### config.mk
export PLATFORM = sky130hd
export DESIGN_NAME = layer_sequencer
export DESIGN_NICKNAME = d
export VERILOG_FILES = /design/src/rtl/layer_sequencer.sv
export SDC_FILE = /design/constraint.sdc
export NUM_CORES = 1
export LEC_CHECK = 0
export ABC_AREA = 1
export ABC_CLOCK_PERIOD_IN_PS = 7400
export CAP_MARGIN = 20
export CORE_MARGIN = 10
export CORE_UTILIZATION = 55
export DETAILED_ROUTE_END_ITERATION = 10
export PLACE_DENSITY = 0.75
export SLEW_MARGIN = 25
export SYNTH_ARGS = -nofsm -noshare
export SYNTH_HDL_FRONTEND = slang
export SYNTH_SLANG_ARGS = --single-unit
### constraint.sdc
create_clock -name clk -period 7.4 [get_ports clk]
set_input_delay 0.74 -clock clk [delete_from_list [all_inputs] [get_ports clk]]
set_output_delay 0.74 -clock clk [all_outputs]
set_load 0.1 [all_outputs]
### src/rtl/layer_sequencer.sv
`default_nettype none
// ============================================================================
// Module      : layer_sequencer
// Description : Fully-connected layer sequencer. It addresses the input, weight
//               and bias RAMs, runs a signed MAC over each neuron, then applies
//               bias, rescale, ReLU and saturation before writing the result.
// Revision    : 1.0 - initial release
// ============================================================================
module layer_sequencer #(
    parameter int N_INPUTS  = 4,
    parameter int N_NEURONS = 4,
    parameter int DW        = 8,
    parameter int ACCW      = 20,
    parameter int SHIFT     = 4,
    localparam int XAW = (N_INPUTS > 1) ? $clog2(N_INPUTS) : 1,
    localparam int WAW = (N_INPUTS * N_NEURONS > 1) ? $clog2(N_INPUTS * N_NEURONS) : 1,
    localparam int NAW = (N_NEURONS > 1) ? $clog2(N_NEURONS) : 1
) (
    input  logic                 clk,
    input  logic                 reset,
    input  logic                 start,
    input  logic                 abort,
    output logic                 busy,
    output logic                 done,
    output logic [XAW-1:0]       x_addr,
    output logic [WAW-1:0]       w_addr,
    output logic [NAW-1:0]       b_addr,
    input  logic signed [DW-1:0] x_data,
    input  logic signed [DW-1:0] w_data,
    input  logic signed [DW-1:0] b_data,
    output logic                 y_we,
    output logic [NAW-1:0]       y_addr,
    output logic [DW-1:0]        y_data
);

    localparam logic [2:0] c_ST_IDLE  = 3'd0;
    localparam logic [2:0] c_ST_RUN   = 3'd1;
    localparam logic [2:0] c_ST_DRAIN = 3'd2;
    localparam logic [2:0] c_ST_ACT   = 3'd3;
    localparam logic [2:0] c_ST_DONE  = 3'd4;

    localparam logic [XAW-1:0]         c_I_LAST = XAW'(N_INPUTS - 1);
    localparam logic [NAW-1:0]         c_N_LAST = NAW'(N_NEURONS - 1);
    localparam logic [DW-1:0]          c_Y_SAT  = {1'b0, {(DW-1){1'b1}}};
    localparam logic signed [ACCW-1:0] c_Y_MAX  = {{(ACCW-DW){1'b0}}, c_Y_SAT};

    logic [2:0]             r_state;
    logic                   r_busy;
    logic                   r_done;
    logic [XAW-1:0]         r_i;
    logic [NAW-1:0]         r_n;
    logic [WAW-1:0]         r_w_addr;
    logic signed [ACCW-1:0] r_acc;
    logic                   r_mac_v;
    logic                   r_y_we;
    logic [NAW-1:0]         r_y_addr;
    logic [DW-1:0]          r_y_data;

    logic signed [2*DW-1:0] w_prod;
    logic signed [ACCW-1:0] w_prod_ext;
    logic signed [ACCW-1:0] w_acc_fin;
    logic signed [ACCW-1:0] w_bias_sh;
    logic signed [ACCW-1:0] w_sum;
    logic signed [ACCW-1:0] w_s;
    logic [DW-1:0]          w_y;

    assign w_prod     = x_data * w_data;
    assign w_prod_ext = {{(ACCW-2*DW){w_prod[2*DW-1]}}, w_prod};
    assign w_acc_fin  = r_mac_v ? (r_acc + w_prod_ext) : r_acc;
    assign w_bias_sh  = {{(ACCW-DW){b_data[DW-1]}}, b_data} <<< SHIFT;
    assign w_sum      = w_acc_fin + w_bias_sh;
    assign w_s        = w_sum >>> SHIFT;

    // The result is formed from the final accumulator value on the DRAIN edge
    // so that it is already registered while y_we is high in ACT.
    always_comb begin
        w_y = w_s[DW-1:0];
        if (w_s[ACCW-1]) begin
            w_y = '0;
        end else if (w_s > c_Y_MAX) begin
            w_y = c_Y_SAT;
        end
    end

    always_ff @(posedge clk or negedge reset) begin
        if (!reset) begin
            r_state  <= c_ST_IDLE;
            r_busy   <= 1'b0;
            r_done   <= 1'b0;
            r_i      <= '0;
            r_n      <= '0;
            r_w_addr <= '0;
            r_acc    <= '0;
            r_mac_v  <= 1'b0;
            r_y_we   <= 1'b0;
            r_y_addr <= '0;
            r_y_data <= '0;
        end else begin
            case (r_state)
                c_ST_IDLE: begin
                    if (start) begin
                        r_state  <= c_ST_RUN;
                        r_busy   <= 1'b1;
                        r_i      <= '0;
                        r_n      <= '0;
                        r_w_addr <= '0;
                        r_acc    <= '0;
                        r_mac_v  <= 1'b0;
                    end
                end
                c_ST_RUN: begin
                    if (abort) begin
                        r_state <= c_ST_IDLE;
                        r_busy  <= 1'b0;
                        r_acc   <= '0;
                        r_mac_v <= 1'b0;
                        r_y_we  <= 1'b0;
                    end else begin
                        r_mac_v <= 1'b1;
                        r_acc   <= w_acc_fin;
                        if (r_i == c_I_LAST) begin
                            r_state <= c_ST_DRAIN;
                        end else begin
                            r_i      <= r_i + XAW'(1);
                            r_w_addr <= r_w_addr + WAW'(1);
                        end
                    end
                end
                c_ST_DRAIN: begin
                    if (abort) begin
                        r_state <= c_ST_IDLE;
                        r_busy  <= 1'b0;
                        r_acc   <= '0;
                        r_mac_v <= 1'b0;
                        r_y_we  <= 1'b0;
                    end else begin
                        r_acc    <= w_acc_fin;
                        r_mac_v  <= 1'b0;
                        r_y_we   <= 1'b1;
                        r_y_addr <= r_n;
                        r_y_data <= w_y;
                        r_state  <= c_ST_ACT;
                    end
                end
                c_ST_ACT: begin
                    r_y_we <= 1'b0;
                    if (abort) begin
                        r_state <= c_ST_IDLE;
                        r_busy  <= 1'b0;
                        r_acc   <= '0;
                        r_mac_v <= 1'b0;
                    end else if (r_n == c_N_LAST) begin
                        r_state <= c_ST_DONE;
                        r_done  <= 1'b1;
                    end else begin
                        r_n      <= r_n + NAW'(1);
                        r_i      <= '0;
                        r_w_addr <= r_w_addr + WAW'(1);
                        r_acc    <= '0;
                        r_state  <= c_ST_RUN;
                    end
                end
                c_ST_DONE: begin
                    r_done  <= 1'b0;
                    r_busy  <= 1'b0;
                    r_state <= c_ST_IDLE;
                end
                default: begin
                    r_state <= c_ST_IDLE;
                end
            endcase
        end
    end

    assign busy   = r_busy;
    assign done   = r_done;
    assign x_addr = r_i;
    assign w_addr = r_w_addr;
    assign b_addr = r_n;
    assign y_we   = r_y_we;
    assign y_addr = r_y_addr;
    assign y_data = r_y_data;

endmodule
`default_nettype wire

# Yosys cells after proc, flatten, opt, wreduce, memory -nomap -nowiden

Cells that the tools add are included.
W data, S select, Z words.

Word-level logic and storage cells: 95
Output and inout port bits: 21
Flip-flop bits (word level): 45

Eq/ne operators: 17
$lt $le $gt $ge: 1
Reduce and logical (&&, ||, !) cells: 19
Multiplexer cells: 40
Bitwise operators: 1
Add/sub/neg operators: 5
Multipliers: 1

Operators by type and width:

| operator              | count |
|---|---|
| $mux W20              | 5 |
| $pmux W20 S3          | 1 |
| $add A20 B12 Y20      | 1 |
| $add A20 B16 Y20      | 1 |
| $mux W4               | 5 |
| $gt A16 B8 Y1 const B | 1 |
| $mul A8 B8 Y16        | 1 |
| $mux W2               | 8 |
| $mux W8               | 2 |
| $ne A2 B2 Y1 const B  | 8 |
| $mux W3               | 5 |
| $pmux W3 S4           | 1 |
| $pmux W4 S3           | 1 |
| $reduce_and A3 Y1     | 4 |
| $reduce_bool A3 Y1    | 4 |
| $eq A3 B2 Y1 const B  | 2 |
| $mux W1               | 6 |
| $ne A3 B3 Y1 const B  | 2 |
| $pmux W1 S3           | 2 |
| $pmux W2 S3           | 1 |
| $reduce_and A2 Y1     | 3 |
| $reduce_and A6 Y1     | 1 |
| $add A2 B1 Y2 const B | 2 |
| $add A4 B1 Y4 const B | 1 |
| other kinds (14)      | 16 |

# Longest topological paths before layout

Gate-level depths: netlist (run 1).

Word-level depth: 7
Depth in mapped cells: 38

# Worst setup path after synthesis (run 1)

OpenSTA, ideal clock, no wires.

Path type: input to register
From: in w_data[7]
To: reg r_y_data[2], in the netlist y_data[2]
Path buffers: 0
Arrival: 6539 ps
Stages: 33
Data required time: 7280 ps
Setup slack: 741 ps
Cells stage by stage: clkinv_1 or2_2 fa_1 fa_1 inv_1 fa_1 fa_1 fa_1 ha_1 a21oi_1 nand2_1 nand2_1 nand2_1 a21oi_1 o21ai_1 nand2_1 nand2_1 nand2_1 nand2_1 a21boi_0 ha_1 nand2_1 inv_1 a21boi_0 nand3_1 nand2_1 nand2_1 inv_1 nand2_2 nor2_4 nand4_1 nand3_1 nand2_1

Word-level cells in the longest chain between the ends: 7

Ends and longest elaborated chain:

| what                 | RTL line | text |
|---|---|---|
| from (decl)          | 29       | `input logic signed [DW-1:0] w_data,` |
| $mul A8 B8 Y16 (*)   | 67       | `assign w_prod = x_data * w_data;` |
| $add A20 B16 Y20 (*) | 69       | `assign w_acc_fin = r_mac_v ? (r_acc + w_prod_ext) : r_acc;` |
| $mux W20 (*)         | 69       |  |
| $add A20 B12 Y20 (*) | 71       | `assign w_sum = w_acc_fin + w_bias_sh;` |
| $gt A16 B8 Y1        | 80       | `end else if (w_s > c_Y_MAX) begin` |
| $mux W8              | 80       |  |
| $mux W8 (*)          | 78       | `if (w_s[ACCW-1]) begin` |
| to (signal assigned) | 141      | `r_y_data <= w_y;` |
| to (decl)            | 57       | `logic [DW-1:0] r_y_data;` |

Every way passes the cells marked *; elsewhere a longest branch is shown, timed or not.
A chain may end at the register's enable or synchronous reset.

# Final worst setup path (run 1)

From: in w_data[7]
To: reg r_y_data[5], in the netlist y_data[5]

Same word-level chain as after synthesis.

==> results of run 1 <==
[layout by cell type (no fill, tap or decap), drive strengths merged]
master	netlist	routed
nand4	12	12
o22ai	4	4
nand3b	1	1
nor2	60	60
xor2	8	8
o211ai	1	1
nand2	224	224
o21bai	4	4
a31oi	1	1
and2	3	3
a211oi	1	1
xnor2	7	7
buf	2	28
clkinv	2	3
clkbuf	20	5
and3	1	1
dfrtp	45	45
a21boi	4	4
a21oi	28	28
clkdlybuf4s50	0	45
dlymetal6s2s	0	2
nand3	43	43
ha	66	66
inv	201	202
nor3	4	4
or2	4	4
a21o	1	1
o21ai	43	43
clkinvlp	0	1
o21a	1	1
a32o	1	1
fa	89	89
o31ai	1	1
a22o	5	5
[final timing paths]
check                          start   endpoint  cells past startpoint
max reg2reg                 r_acc[6]  y_data[5]                     31
max                        w_data[7]  y_data[5]                     31
max in group asynchronous      reset  r_acc[13]                      1
min                            reset  w_addr[3]                      1
min reg2reg                y_addr[0]  y_addr[0]                      2
min in group clk           y_addr[0]  y_addr[0]                      2
[cell type report]
| cell class | instances | share of cell area |
|---|---|---|
| Multi-Input combinational cell | 617 | 0.628 |
| Sequential cell | 45 | 0.143 |
| Inverter | 203 | 0.0966 |
| Timing Repair Buffer | 75 | 0.0869 |
| Tap cell | 168 | 0.0267 |
| Clock buffer | 5 | 0.0159 |
| Clock inverter | 3 | 0.00317 |
[cells by family after synthesis]
group / after synthesis / synth area share
AO/OA/AOI/OAI: 95 / 0.0843
XOR/XNOR: 15 / 0.0202
adder cells (fa/ha/maj): 155 / 0.380
buffers and inverters: 225 / 0.124
flip-flops: 45 / 0.164
AND/OR/NAND/NOR: 352 / 0.228
[repair_timing]
item | 4_1_cts | 5_1_grt
endpoints found under the hold margin | 0 | 0
resized for setup | 0 | 17
buffers inserted | 0 | 1
setup endpoints to repair | 0 | 7
hold buffers | 0 | 0
[state kept, by name, summed over array words and instances (netlist names)]
signal	flops
x_addr	2
done	1
y_data	8
y_we	1
w_addr	4
r_mac_v	1
r_state	3
r_acc	20
y_addr	2
b_addr	2
busy	1
[metrics by stage]
step            util  hold slack (ns)  instance area, um2  TNS, ns  worst slack [ns]
5_1_grt        0.651            0.497                7890        0            0.0119
3_3_place_gp   0.632            0.459                7660        0            0.0468
3_5_place_dp   0.632            0.465                7660   -0.333           -0.0624
6_report       0.651            0.454                7890        0             0.439
2_1_floorplan      -            0.442                6870        0             0.741
4_1_cts        0.645            0.485                7810        0             0.179
[layer usage]
metal	up-vias	routed length, um	GRT usage
met3	20	464	0.0168
li1	2829	-	-
met1	2651	7170	0.242
met2	112	7170	0.301
met4	0	242	0.0377
met5	-	0	0
[worst reg2reg max path: cells and delay by family (launching register included)]
kind	cells	cell delay [ns]
adders and majority gates	7	3.04
DFF	1	0.32
AOI/OAI and AO/OA	5	0.70
and+or+nand+nor	14	1.34
buffers and inverters	4	0.24
xor gates and xnor gates	1	0.23
==> implementation parameters, run 1 <==
Parameter                              Value

Global routing
  Leftover overflow at the end of global routing ... 0
  Via count of the first global-routing pass ... roughly 5600
  Global-route wire length before repair ... 26500 um
  Global Route Usage Sum ... 0.178
  Pin count of the biggest net entering global routing ... between 40 and 50
  Antenna violations before repair ... 0

Route
  Routed len/inst ... between 10 and 15 um
  First drt pass iteration count ... 5
  Routed vias/inst ... between 5 and 6
  Detailed Route Iter0 Violations ... 258
  Antenna Violating Nets Remaining ... 0
  Total routed wirelength ... ~15000 um
  Vias after detailed routing ... 5612
  DRC violations left ... 0

Floorplanning
  Area of the core ... 12100 um2
  Initial cell density of the core ... 0.567
  Die area ... approximately 17000 um2
  Vertical die dimension ... between 100 and 150 um
  Row Count ... 40
  Horiz. Die Dim ... around 130 um
  I/O pins ... ~50

Cells and area
  Number of standard cells in the final layout excluding fillers ... around 1100
  Fill count ... approximately 1000
  Number of antenna repair diodes ... 0
  Multi-input gate area ... between 4000 and 5000 um2
  Layout cell share with drive strength beyond 1 ... 0.105
  Reg area ... around 1100 um2
  Fin nets ... 1130
  Synth-to-Final Area Change ... 14.8%

Flow run
  Max cap viols ... 0

Clocking
  Total number of H-tree levels ... 2
  Root Buffer Master ... clkbuf_16
  Clk_lat worst skew ... 0.29 ns
  Num Clock Sinks ... 45
  Number of buffers inserted during clock tree synthesis ... 5
  Buffer levels on the longest clock path ... 2
  CTS clk-pin slew, worst paths ... 0.07 ns
  Clock tree from TritonCTS ... yes

Yosys
  Synthesized instance count ... about 900
  Area share of the largest cell type after synthesis ... 0.259
  Syn avg cell area ... around 7.7 um2
  Post-synthesis sequential area ratio ... 0.164
  Netlist area before placement ... about 6900 um2
  Top post-synthesis cells by area ... fa_1 (26%), dfrtp_1 (16%), ha_1 (12%), nand2_1 (12%), inv_1 (11%)
  Synthesized Nets ... approximately 1100
  Number of enable flip-flop cells after synthesis ... 0
  Cell with the most instances after synthesis ... nand2_1
  Commonest cells post-synth ... nand2_1 (213), inv_1 (195), fa_1 (89), ha_1 (66)
  Library cells used by synthesis ... around 40
  Asr flop ratio synth ... 1.00
  Top_reg_cell synth ... dfrtp_1
  Yosys Warn Count ... 0
  Yosys top cell by area ... fa_1
  Number of synthesized register bits ... 45

Setup path
  Setup slack on the worst flop-to-flop path ... between 1 and 1.5 ns
  Crit path buf inv count ... 3
  Worst endpoint data arrival time ... 7.15 ns
  Most frequent CP cell ... nand2_1
  Crit-path max cell delay ... around 0.59 ns
  Family of cells with the greatest summed delay on the critical path ... adder cells
  Startpoint types ... input pin
  Slowest CP cell ... fa_1
  Critical path endpoint category ... flop
  Data required time at the worst endpoint ... around 7.6 ns
  Worst Path Class, Setup ... input pin to flop
  Critical Path Fanout Max ... 7

Min path
  Hold WC Path Type ... input pin to asynchronous set/reset pin

Timing
  Slew at the pin with the worst max-slew slack ... around 1 ns
  Max Clk Rate ... about 0.14 GHz
  Minimum period implied by the final worst setup slack ... between 6 and 7 ns
  Final cycle utilization of the critical path ... 0.941
  Slew HR ... 0.343
  Count of endpoints failing hold in the final timing report ... 0
  RSZ-0062 raised after global routing ... false
  Clock Skew ... between 0.005 and 0.006 ns
  Total of endpoints with negative setup slack in the final report ... 0
  Max-slew violations ... 0

Outcome
  Status ... complete, no violations

Placed design
  Detailed placement HPWL ... 12900 um
  Port Buffers ... between 40 and 50
  Final estimated routing congestion in global placement ... ~0.92
  Total instance count after detailed placement ... 1107
Power of run 1 is left out: the tool's default activity adds up to more than one toggle a clock period on the data nets, which glitch-free logic cannot reach.
==> run 2: changes to the inputs <==
--- a/config.mk
+++ b/config.mk
@@ -9,9 +9,9 @@
 export ABC_CLOCK_PERIOD_IN_PS = 7400
 export CAP_MARGIN = 20
 export CORE_MARGIN = 10
-export CORE_UTILIZATION = 55
+export CORE_UTILIZATION = 50
 export DETAILED_ROUTE_END_ITERATION = 10
-export PLACE_DENSITY = 0.75
+export PLACE_DENSITY = 0.7
 export SLEW_MARGIN = 25
 export SYNTH_ARGS = -nofsm -noshare
 export SYNTH_HDL_FRONTEND = slang
==> implementation parameters, run 2 (synthesized netlist as in run 1, its figures left out) <==
Parameter                              Value

Outcome
  Status ... complete, no violations

Setup path
  Critical Path Fanout Max ... 7 (unchanged)
  Critical path endpoint category ... flop
  Setup slack on the worst flop-to-flop path ... 1.39 ns (-0.06 ns)
  Data required time at the worst endpoint ... 7.58 ns (about the same)
  Slowest CP cell ... fa_1
  Startpoint types ... input pin
  Crit-path max cell delay ... 0.59 ns (about the same)
  Worst endpoint data arrival time ... 7.22 ns (+0.07 ns)
  Worst Path Class, Setup ... input pin to flop

Flow run
  Max cap viols ... 0 (unchanged)

Floorplanning
  Initial cell density of the core ... 0.515 (-0.0525)
  Die area ... 18800 um2 (+8.5%)
  Area of the core ... 13300 um2 (+10%)
  Row Count ... 42 (+5.0%)
  Horiz. Die Dim ... 137 um (+4.1%)
  I/O pins ... 49 (unchanged)
  Vertical die dimension ... 137 um (+4.1%)

Timing
  Max Clk Rate ... 0.142 GHz (-1.1%)
  Total Neg Setup Slack ... 0 ns (unchanged)
  Clock Skew ... 0.00884 ns (+0.00341 ns)
  Final cycle utilization of the critical path ... 0.952 (+0.0109)
  RSZ-0062 raised after global routing ... false
  Max-slew violations ... 0 (unchanged)
  Slew at the pin with the worst max-slew slack ... 0.987 ns (+0.00471 ns)
  Slew HR ... 0.340 (-0.00315)
  Fin Hold WS ... 0.403 ns (-0.0513 ns)
  Total of endpoints with negative setup slack in the final report ... 0 (unchanged)
  Count of endpoints failing hold in the final timing report ... 0 (unchanged)
  Minimum period implied by the final worst setup slack ... 7.04 ns (+0.0810 ns)

Cells and area
  Commonest cells after routing, fill and taps aside ... nand2_1 (213), inv_1 (193), fa_1 (89)
  Register with the highest flop count ... r_acc
  Fill count ... 1235 (+19%)
  Layout cell share with drive strength beyond 1 ... 0.103 (-0.00244)
  Largest register FFs ... 20 (unchanged)
  Synth-to-Final Area Change ... 15.0%
  Number of antenna repair diodes ... 0 (unchanged)
  Most common library cell in the layout ignoring fill and taps ... nand2_1
  Fin nets ... 1133 (+0.27%)
  Post-layout util ... 0.592 (-0.0595)
  Post-Layout Inst Area ... 7900 um2 (+0.14%)

Placed design
  Final estimated routing congestion in global placement ... 0.937 (+1.6%)
  Port Buffers ... 48 (unchanged)
  Total cell area at the placement stage ... 7710 um2 (+0.69%)
  Detailed placement HPWL ... 13200 um (+2.5%)

Clocking
  Clock tree from TritonCTS ... yes
  Hold-fix buffers at CTS ... 0 (unchanged)
  Total number of H-tree levels ... 2 (unchanged)
  Post-CTS Repair Setup Buffers ... 0 (unchanged)
  CTS clk-pin slew, worst paths ... 0.07 ns (about the same)
  Root Buffer Master ... clkbuf_16
  Num Clock Sinks ... 45 (unchanged)
  Clk_lat worst skew ... 0.29 ns (about the same)
  Post-CTS sizing ... 0 (unchanged)
  Buffer levels on the longest clock path ... 2 (unchanged)
  Number of buffers inserted during clock tree synthesis ... 5 (unchanged)

Global routing
  Via count of the first global-routing pass ... 5719 (+1.7%)
  Antenna violations before repair ... 0 (unchanged)
  Global-route wire length before repair ... 26800 um (+1.2%)
  Leftover overflow at the end of global routing ... 0 (unchanged)
  Pin count of the biggest net entering global routing ... 27 (-41%)
  Global Route Usage Sum ... 0.172 (-0.00556)

Route
  Antenna Violating Nets Remaining ... 0 (unchanged)
  Total routed wirelength ... 15300 um (+1.6%)
  Routed len/inst ... 13.6 um (+0.64%)
  First drt pass iteration count ... 5 (unchanged)
  DRC violations left ... 0 (unchanged)
  Detailed Route Iter0 Violations ... 297 (+15%)
  Routed vias/inst ... 4.96 (-1.3%)
  Vias after detailed routing ... 5592 (-0.36%)

Min path
  Hold WC Path Type ... input pin to asynchronous set/reset pin
==> run 2: worst max-delay path, delay by kind of cell <==
kind / cells / cell delay (ns)
AO/OA/AOI/OAI: 3 / 0.48
XOR/XNOR: 1 / 0.17
adder cells (fa/ha/maj): 7 / 3.23
buffers and inverters: 7 / 1.07
AND/OR/NAND/NOR: 15 / 1.52
==> run 2: final timing paths <==
| path | start | end | cells after the start |
|---|---|---|---|
| max | w_data[7] | y_data[0] | 33 |
| min | reset | y_we | 1 |
| max reg2reg | r_acc[6] | y_data[0] | 33 |
| min reg2reg | y_we | y_we | 2 |
| max in group asynchronous | reset | r_acc[14] | 2 |
| min in group clk | y_we | y_we | 2 |
==> run 2: metal layers <==
| layer | share of wire | vias to the layer above | global-route usage |
|---|---|---|---|
| li1 | - | 2829 | - |
| met3 | 0.040 | 17 | 0.0233 |
| met2 | 0.47 | 104 | 0.283 |
| met1 | 0.47 | 2642 | 0.235 |
| met4 | 0.016 | 0 | 0.0427 |
| met5 | 0 | - | 0 |
==> run 2: metrics by stage <==
step / std cells / setup WS (ns)
4_1_cts: 1127 / 0.249
2_1_floorplan: 887 / 0.741
3_3_place_gp: 1118 / 0.0353
5_1_grt: 1127 / 0.0246
3_5_place_dp: 1119 / -0.0295
6_report: 1127 / 0.358
==> run 2: layout make-up <==
| class | count | area, um2 | share of cell area |
|---|---|---|---|
| multi-input combinational | 617 | 4920 | 0.623 |
| sequential | 45 | 1130 | 0.143 |
| clock inverter | 3 | 28.8 | 0.00364 |
| inverter | 203 | 762 | 0.0965 |
| tap | 176 | 220 | 0.0279 |
| timing repair buffer | 78 | 713 | 0.0903 |
| clock buffer | 5 | 125 | 0.0158 |
Power of run 2 is left out for the same reason.
==> run 3: changes to the inputs <==
--- a/config.mk
+++ b/config.mk
@@ -8,7 +8,6 @@
 export ABC_AREA = 1
 export ABC_CLOCK_PERIOD_IN_PS = 7400
 export CAP_MARGIN = 20
-export CORE_MARGIN = 10
 export CORE_UTILIZATION = 50
 export DETAILED_ROUTE_END_ITERATION = 10
 export PLACE_DENSITY = 0.7
@@ -16,3 +15,4 @@
 export SYNTH_ARGS = -nofsm -noshare
 export SYNTH_HDL_FRONTEND = slang
 export SYNTH_SLANG_ARGS = --single-unit
+export TNS_END_PERCENT = 5
==> implementation parameters, run 3 (synthesized netlist as in run 1, its figures left out) <==
Parameter                              Value

Outcome
  Status ... complete, no violations

Route
  Routed len/inst ... 12.9 um (-4.6%)
  Routed vias/inst ... 4.89 (-1.5%)
  Antenna Violating Nets Remaining ... 0 (unchanged)
  Vias after detailed routing ... 5509 (-1.5%)
  DRC violations left ... 0 (unchanged)
  Detailed Route Iter0 Violations ... 257 (-13%)
  First drt pass iteration count ... 4 (-1)
  Total routed wirelength ... 14600 um (-4.6%)

Setup path
  Worst endpoint data arrival time ... 7.20 ns (-0.02 ns)
  Setup slack on the worst flop-to-flop path ... 1.41 ns (+0.02 ns)
  Family of cells with the greatest summed delay on the critical path ... adder cells
  Worst Path Class, Setup ... input pin to flop
  Startpoint of the most critical register-to-register path ... r_acc[6]
  Critical path origin ... w_data[7]
  Data required time at the worst endpoint ... 7.58 ns (about the same)
  Crit-path max cell delay ... 0.58 ns (about the same)
  Crit path buf inv count ... 6 (-1)
  Total number of cells along the worst setup path ... 32 (-3.0%)
  Worst-case reg-to-reg path depth ... 32 (-3.0%)
  Critical path endpoint category ... flop
  Critical Path Fanout Max ... 7 (unchanged)
  Startpoint types ... input pin
  Slowest CP cell ... fa_1

Timing
  Count of endpoints failing hold in the final timing report ... 0 (unchanged)
  Slew at the pin with the worst max-slew slack ... 0.999 ns (+0.0123 ns)
  Clock Skew ... 0.00869 ns (-0.000146 ns)
  Post-route setup slack ... 0.388 ns (+0.0301 ns)
  Max Clk Rate ... 0.143 GHz (+0.43%)
  Final cycle utilization of the critical path ... 0.948 (-0.00407)
  Max-slew violations ... 0 (unchanged)
  Minimum period implied by the final worst setup slack ... 7.01 ns (-0.0301 ns)
  Total of endpoints with negative setup slack in the final report ... 0 (unchanged)
  Fin Hold WS ... 0.445 ns (+0.0417 ns)
  Total Neg Setup Slack ... 0 ns (unchanged)
  Slew HR ... 0.332 (-0.00820)

Clocking
  Hold-fix buffers at CTS ... 0 (unchanged)
  Post-CTS Repair Setup Buffers ... 0 (unchanged)
  Root Buffer Master ... clkbuf_16
  Clock tree from TritonCTS ... yes
  Post-CTS sizing ... 0 (unchanged)
  Total number of H-tree levels ... 2 (unchanged)
  Clk_lat worst skew ... 0.29 ns (about the same)
  CTS clk-pin slew, worst paths ... 0.07 ns (about the same)
  Num Clock Sinks ... 45 (unchanged)
  Number of buffers inserted during clock tree synthesis ... 5 (unchanged)
  Buffer levels on the longest clock path ... 2 (unchanged)

Placed design
  Final estimated routing congestion in global placement ... 0.902 (-3.7%)
  Detailed placement HPWL ... 12400 um (-6.1%)
  Worst setup timing slack at the placement stage ... -0.0515 ns (-0.0220 ns)
  Port Buffers ... 48 (unchanged)

Cells and area
  Largest register FFs ... 20 (unchanged)
  Fill count ... 1243 (+0.65%)
  Most common library cell in the layout ignoring fill and taps ... nand2_1
  Fin nets ... 1133 (unchanged)
  Register with the highest flop count ... r_acc
  Commonest cells after routing, fill and taps aside ... nand2_1 (212), inv_1 (195), fa_1 (89)
  Number of antenna repair diodes ... 0 (unchanged)
  Synth-to-Final Area Change ... 15.0% (about the same)
  Layout cell share with drive strength beyond 1 ... 0.107 (+0.00421)

Floorplanning
  Vertical die dimension ... 119 um (-13%)
  Horiz. Die Dim ... 119 um (-13%)
  Initial cell density of the core ... 0.517 (+0.00203)
  I/O pins ... 49 (unchanged)
  Area of the core ... 13300 um2 (-0.39%)
  Row Count ... 42 (unchanged)
  Die area ... 14200 um2 (-25%)

Min path
  Hold WC Path Type ... input pin to asynchronous set/reset pin

Flow run
  Max cap viols ... 0 (unchanged)

Global routing
  Leftover overflow at the end of global routing ... 0 (unchanged)
  Via count of the first global-routing pass ... 5443 (-4.8%)
  Global Route Usage Sum ... 0.222 (+0.0496)
  Global-route wire length before repair ... 25600 um (-4.5%)
  Pin count of the biggest net entering global routing ... 46 (+70%)
  Antenna violations before repair ... 0 (unchanged)
run 3: cell count changes in the layout (fill, tap and decap cells not counted), sizes merged:
cell / before / now
clkdlybuf4s50: 47 / 46
clkinvlp: 0 / 1
inv: 204 / 202
dlymetal6s2s: 0 / 1
clkinv: 2 / 3
run 3: area by class of cell:
| type | instances | area, um2 | area share |
|---|---|---|---|
| clock buffers | 5 | 125 | 0.0158 |
| clock inverters | 3 | 25.0 | 0.00317 |
| flip-flops and latches | 45 | 1130 | 0.143 |
| multi-input cells | 617 | 4930 | 0.625 |
| well taps | 176 | 220 | 0.0279 |
| inverters | 203 | 762 | 0.0965 |
| repair buffers | 78 | 706 | 0.0894 |
run 3: metal layers:
metal | up-vias | track usage | wire length (um)
li1 | 2833 | - | -
met1 | 2583 | 0.308 | 7070
met2 | 73 | 0.379 | 6980
met3 | 20 | 0.0187 | 336
met4 | 0 | 0.0475 | 201
met5 | - | 0 | 0
run 3: path summary, 6_finish.rpt:
check | endpoint
setup / recovery | y_data[5]
max in group asynchronous | w_addr[1]
hold / removal | r_acc[1]
hold reg to reg | busy
min in group clk | busy
setup reg to reg | y_data[5]
run 3: per-stage QoR:
stage / std cells / instance area [um2] / util
after global placement: 1119 / 7700 / 0.579
after CTS: 1127 / 7850 / 0.590
after detailed placement: 1119 / 7700 / 0.579
final: 1127 / 7900 / 0.594
after floorplan: 887 / 6870 / -
after global routing: 1127 / 7900 / 0.594
run 3: worst reg2reg max path: cells and delay by family (launching register included):
| family | cells | cell delay (ns) |
|---|---|---|
| AOI/OAI and AO/OA | 3 | 0.47 |
| DFF | 1 | 0.32 |
| buffers and inverters | 7 | 0.53 |
| and+or+nand+nor | 14 | 1.30 |
| adders and majority gates | 7 | 3.13 |
| xor gates and xnor gates | 1 | 0.16 |
Power of run 3 is left out for the same reason.
